**config.mk**
```make
export PLATFORM = sky130hd
export DESIGN_NAME = tt_seq_divider_hhrb98_flat
export DESIGN_NICKNAME = d
export VERILOG_FILES = /design/src/rtl/tt_seq_divider_hhrb98_if.sv /design/src/rtl/tt_seq_divider_hhrb98.sv /design/src/flat_wrapper.sv
export SDC_FILE = /design/constraint.sdc
export NUM_CORES = 1
export LEC_CHECK = 0
export BUFFER_PORTS_ARGS = -buffer_cell sky130_fd_sc_hd__buf_2
export CELL_PAD_IN_SITES_DETAIL_PLACEMENT = 0
export CELL_PAD_IN_SITES_GLOBAL_PLACEMENT = 2
export CORE_MARGIN = 4
export CORE_UTILIZATION = 36
export CTS_CLUSTER_DIAMETER = 80
export DETAILED_ROUTE_END_ITERATION = 16
export MAX_ROUTING_LAYER = met4
export PLACE_DENSITY_LB_ADDON = 0.1
export SLEW_MARGIN = 20
export SYNTH_ARGS = -nofsm -noshare
export SYNTH_HDL_FRONTEND = slang
export SYNTH_SLANG_ARGS = --single-unit
export TNS_END_PERCENT = 5
```
**constraint.sdc**
```tcl
create_clock -name clk -period 2 [get_ports clk]
set_input_delay 0.2 -clock clk [delete_from_list [all_inputs] [get_ports clk]]
set_output_delay 0.2 -clock clk [all_outputs]
set_load 0.02 [all_outputs]
```
**src/rtl/tt_seq_divider_hhrb98_if.sv**
```systemverilog
// Request/result bundle for the 8-bit by 4-bit sequential divider.
// The master side issues operands; the slave side returns registered results.
interface tt_seq_divider_hhrb98_if;
  localparam int unsigned DVD_W = 8;
  localparam int unsigned DVS_W = 4;

  logic             start;
  logic [DVD_W-1:0] dividend;
  logic [DVS_W-1:0] divisor;
  logic [DVD_W-1:0] quotient;
  logic [DVS_W-1:0] remainder;
  logic             busy;
  logic             done;
  logic             div_by_zero;

  modport master (
    output start, dividend, divisor,
    input  quotient, remainder, busy, done, div_by_zero
  );

  modport slave (
    input  start, dividend, divisor,
    output quotient, remainder, busy, done, div_by_zero
  );
endinterface

```
**src/rtl/tt_seq_divider_hhrb98.sv**
```systemverilog
// Restoring 8-bit / 4-bit unsigned divider, one quotient bit per clock, MSB first.
// Fixed latency of 8 CALC edges; divide-by-zero returns all-ones with a flag.
module tt_seq_divider_hhrb98 (
  input  logic                    clk,
  input  logic                    rst,
  tt_seq_divider_hhrb98_if.slave  bus
);
  localparam int unsigned DVD_W = 8;
  localparam int unsigned DVS_W = 4;
  localparam int unsigned PR_W  = DVS_W + 1;
  localparam int unsigned CNT_W = 3;

  typedef enum logic {
    IDLE = 1'b0,
    CALC = 1'b1
  } state_t;

  state_t           state,   state_nxt;
  logic [CNT_W-1:0] cnt,     cnt_nxt;
  logic [DVD_W-1:0] dvd,     dvd_nxt;
  logic [DVS_W-1:0] dvs,     dvs_nxt;
  logic [DVS_W-1:0] pr,      pr_nxt;
  logic [DVD_W-1:0] qacc,    qacc_nxt;
  logic [DVD_W-1:0] quot,    quot_nxt;
  logic [DVS_W-1:0] rem,     rem_nxt;
  logic             busy_q,  busy_nxt;
  logic             done_q,  done_nxt;
  logic             dbz_q,   dbz_nxt;

  logic [PR_W-1:0]  pr_sh;
  logic             q_bit;
  logic [DVS_W-1:0] pr_rem;

  // State and datapath registers
  always_ff @(posedge clk or posedge rst) begin
    if (rst) begin
      state  <= IDLE;
      cnt    <= '0;
      dvd    <= '0;
      dvs    <= '0;
      pr     <= '0;
      qacc   <= '0;
      quot   <= '0;
      rem    <= '0;
      busy_q <= 1'b0;
      done_q <= 1'b0;
      dbz_q  <= 1'b0;
    end else begin
      state  <= state_nxt;
      cnt    <= cnt_nxt;
      dvd    <= dvd_nxt;
      dvs    <= dvs_nxt;
      pr     <= pr_nxt;
      qacc   <= qacc_nxt;
      quot   <= quot_nxt;
      rem    <= rem_nxt;
      busy_q <= busy_nxt;
      done_q <= done_nxt;
      dbz_q  <= dbz_nxt;
    end
  end

  // Next-state, iteration step and result loading
  always_comb begin
    state_nxt = state;
    cnt_nxt   = cnt;
    dvd_nxt   = dvd;
    dvs_nxt   = dvs;
    pr_nxt    = pr;
    qacc_nxt  = qacc;
    quot_nxt  = quot;
    rem_nxt   = rem;
    busy_nxt  = busy_q;
    done_nxt  = 1'b0;
    dbz_nxt   = dbz_q;

    // 5-bit trial value: stored remainder (always < divisor) with next dividend bit
    pr_sh  = {pr, dvd[DVD_W-1]};
    q_bit  = (pr_sh >= PR_W'(dvs));
    pr_rem = q_bit ? DVS_W'(pr_sh - PR_W'(dvs)) : pr_sh[DVS_W-1:0];

    case (state)
      IDLE: begin
        if (bus.start) begin
          state_nxt = CALC;
          cnt_nxt   = '0;
          dvd_nxt   = bus.dividend;
          dvs_nxt   = bus.divisor;
          pr_nxt    = '0;
          qacc_nxt  = '0;
          busy_nxt  = 1'b1;
        end
      end
      CALC: begin
        dvd_nxt  = {dvd[DVD_W-2:0], 1'b0};
        pr_nxt   = pr_rem;
        qacc_nxt = {qacc[DVD_W-2:0], q_bit};
        cnt_nxt  = cnt + CNT_W'(1);
        if (cnt == CNT_W'(DVD_W - 1)) begin
          state_nxt = IDLE;
          busy_nxt  = 1'b0;
          done_nxt  = 1'b1;
          if (dvs == '0) begin
            quot_nxt = '1;
            rem_nxt  = '0;
            dbz_nxt  = 1'b1;
          end else begin
            quot_nxt = {qacc[DVD_W-2:0], q_bit};
            rem_nxt  = pr_rem;
            dbz_nxt  = 1'b0;
          end
        end
      end
      default: state_nxt = IDLE;
    endcase
  end

  assign bus.quotient    = quot;
  assign bus.remainder   = rem;
  assign bus.busy        = busy_q;
  assign bus.done        = done_q;
  assign bus.div_by_zero = dbz_q;
endmodule

```
**src/flat_wrapper.sv**
```systemverilog
// flat-port wrapper written by rule: the top's interface ports become plain ports
module tt_seq_divider_hhrb98_flat 
  (clk, rst, bus_start, bus_dividend, bus_divisor, bus_quotient, bus_remainder, bus_busy, bus_done, bus_div_by_zero);
  tt_seq_divider_hhrb98_if bus_i ();
  input  logic clk;
  input  logic rst;
  input wire logic [$bits(bus_i.start)-1:0] bus_start;
  input wire logic [$bits(bus_i.dividend)-1:0] bus_dividend;
  input wire logic [$bits(bus_i.divisor)-1:0] bus_divisor;
  output wire logic [$bits(bus_i.quotient)-1:0] bus_quotient;
  output wire logic [$bits(bus_i.remainder)-1:0] bus_remainder;
  output wire logic [$bits(bus_i.busy)-1:0] bus_busy;
  output wire logic [$bits(bus_i.done)-1:0] bus_done;
  output wire logic [$bits(bus_i.div_by_zero)-1:0] bus_div_by_zero;
  assign bus_i.start = bus_start;
  assign bus_i.dividend = bus_dividend;
  assign bus_i.divisor = bus_divisor;
  assign bus_quotient = bus_i.quotient;
  assign bus_remainder = bus_i.remainder;
  assign bus_busy = bus_i.busy;
  assign bus_done = bus_i.done;
  assign bus_div_by_zero = bus_i.div_by_zero;
  tt_seq_divider_hhrb98 u_core (.clk(clk), .rst(rst), .bus(bus_i));
endmodule
```
==> flow_summary.toml <==
[outcome]
status = "complete, no violations"

[grt]
grt_overflow = 0
antenna_found_initial = 0
grt_pass1_vias = 1373
grtUsageTotal_pct = 14.2
grt_max_degree = 44
grt_first_pass_wirelength_um = 6850

[floorplanning]
row_count = 26
die_w_um = 81.1
ios = 30
die_area_um2 = 6580
die_h_um = 81.1
fp.coreArea_um2 = 5140
initial_core_util_pct = 37.4

[synthesis]
synth_edf_count = 0
synth_area_leader_cell = "dfrtp_1"
synthAdderAreaFrac_pct = 4.94
async_reset_ff_share_pct = 100
synth_flop_cell = "dfrtp_1"
seq_area_frac_synth_pct = 54.6
yosys-top-cells-count = "dfrtp_1 (42), nand2_1 (24), o21ai_0 (19), nor2_1 (13), nand2b_1 (11)"
synth.avg_cell_area_um2 = 10.6
yosys.area_share.xor_xnor_pct = 0.455
synth_area_um2 = 1920
synthCells = 181
synth_top_area_share_pct = 54.6
synth_most_common_cell = "dfrtp_1"
synth_seq_cells = 42
synth-compound-area-share_pct = 15.9
synth_top_family_by_area = "compound AO/OA/AOI/OAI gates"
muxShareOfSynthArea_pct = 5.85
synth.distinct_cells = 27
synth_nets = 203
yosysWarnings = 0
yosys-top-cells-area = "dfrtp_1 (55%), o21ai_0 (4.9%), mux2i_1 (4.7%)"
synthSimpleGateAreaFrac_pct = 14.4

[power]
ir_drop_mv = 0.907
power_leakage_uw = 0.00104
power.density_nw_per_um2 = 1870

[worst_setup_path]
cp-end-kind = "flip-flop"
cp.depth = 6
cp.arrival_ns = 1.94
rr_worst_depth = 6
path_max_fanout = 13
rr_startpoint = "u_core.cnt[0]"
crit_type = "reg -> reg"
r2r_setup_slack_ns = 0.25
rr_endpoint = "u_core.bus.quotient[1]"
cp-start-kind = "flip-flop"
cp_common_cell = "ha_1"
crit_chain = "ha_1, ha_1, nand2_1, inv_1, nand2b_1, o22a_1"
required_ns = 2.18
crit_slowest_cell = "dfrtp_1"
worst-path-buf-inv = 1
critical_path.endpoint = "u_core.bus.quotient[1]"
critical_path.top_delay_family = "simple AND/OR/NAND/NOR gates"
startpoint = "u_core.cnt[0]"
cpPeakStageDelay_ns = 0.36

[timing]
finalCritPeriodShare_pct = 87.7
tightest_slew_ns = 0.537
finalSetupTns_ns = 0
max_freq_mhz = 570
slew_headroom_pct = 64.2
rsz0062_at_grt = "no"
min_period_ns = 1.75
hold_viol = 0
drv_slew = 0
finClkSkew_ns = 0.00735
finalSetupViolations = 0

[clocking]
ctsResizeCount = 0
htree_levels = 2
clock_sinks = 42
cts_tree = "built"
ctsHoldBuffers = 0
postCtsSetupBuffers = 0
cts-root-buf = "clkbuf_8"
clk_pin_slew_ns = 0.08
clk_latency_ns = 0.29
cts_buffer_depth = 2
cts_buffers = 5

[routing]
drc = 0
drtIter0Drc = 65
dr.pass1.iters = 4
vias = 1384
ant_nets = 0
viasPerCell = 4.89
routedWlPerCell_um = 14.0
routed_wl_um = 3970

[cells_and_area]
num_antenna_cells = 0
drive_above_1_share_pct = 22.1
final_design_area_no_fill_um2 = 2260
nNetsFinal = 234
syn_to_final_growth_pct = 17.4

[place]
portBuffers = 29
hpwl_um = 2760
gp_congestion = 0.775
placed_cell_area_um2 = 2150

[run]
max_cap_violations = 0

[min_path]
min_path_type = "in -> async"
==> report_power, final <==
| group | switching, µW | internal, µW |
|---|---|---|
| Sequential | 260 | 1260 |
| Clock | 291 | 372 |
| Combinational | 1150 | 873 |
==> registers in the layout (all words and copies together), names as in the netlist <==
signal and count:
u_core.bus.done 1, u_core.bus.quotient 8, u_core.qacc 7, u_core.dvs 4, u_core.dvd 8, u_core.bus.remainder 4, u_core.bus.busy 1, u_core.state 1
u_core.bus.div_by_zero 1, u_core.pr 4, u_core.cnt 3
==> metrics by stage <==
stage                     util [%]  setup slack (ns)  hold WS, ns  power (µW)  instances
after CTS                     43.9             0.227       0.0430        4280        283
after detailed placement      41.8             0.239        0.372        3590        275
after global placement        41.8             0.259        0.357        3540        275
after floorplan                  -             0.411        0.317        3070        181
final                         43.9             0.247       0.0256        4210        283
after global routing          43.9            0.0242       0.0813        4590        283
==> cell type report <==
type / instances / area [µm²]
Tap cell: 70 / 87.6
Sequential cell: 42 / 1050
Timing Repair Buffer: 33 / 175
Multi-Input combinational cell: 121 / 801
Inverter: 9 / 33.8
Fill cell: 533 / 2880
Clock inverter: 2 / 37.5
Clock buffer: 6 / 72.6
==> logic make-up (layout without fill, tap and decap cells) <==
group,after synthesis,count (layout)
flops,42,42
simple gates,57,57
mux,11,11
buf+inv,18,50
compound gates,45,45
xor+xnor,1,1
fa+ha+maj,7,7
==> per-layer routing <==
layer	share of wire [%]	routed length (µm)	GRT usage (%)
met5	0	0	-
met4	1.1	44	4.05
met3	5.1	204	4.32
met2	43	1730	20.0
met1	50	2000	19.6
==> worst register-to-register path, delay by kind of cell (launching register included) <==
kind,cells,cell delay [ns]
buf+inv,1,0.35
flops,1,0.36
compound gates,1,0.24
simple gates,2,0.41
fa+ha+maj,2,0.28
==> placed cells by master, fill, tap and decap left out, drive strengths merged <==
master | netlist | routed
nand3 | 3 | 3
a21oi | 2 | 2
mux2i | 9 | 9
mux2 | 2 | 2
a31o | 2 | 2
dfrtp | 42 | 42
ha | 6 | 6
clkinvlp | 0 | 1
nor2 | 13 | 13
xnor2 | 1 | 1
o211ai | 4 | 4
bufinv | 0 | 1
a21o | 2 | 2
nor4 | 2 | 2
fa | 1 | 1
o21a | 2 | 2
buf | 4 | 33
o21ai | 22 | 22
clkbuf | 5 | 6
o22a | 7 | 7
nor3b | 2 | 2
nor2b | 2 | 2
a32o | 4 | 4
inv | 9 | 9
nand2 | 24 | 24
nand2b | 11 | 11
==> how the worst min path moves through the flow <==
stage / to
6_report: u_core.qacc[3]
5_1_grt: u_core.bus.quotient[6]
4_1_cts: u_core.bus.quotient[6]
3_5_place_dp: u_core.qacc[3]
3_3_place_gp: u_core.qacc[2]
2_1_floorplan: u_core.dvs[1]
(Power assumes the default switching activity.)
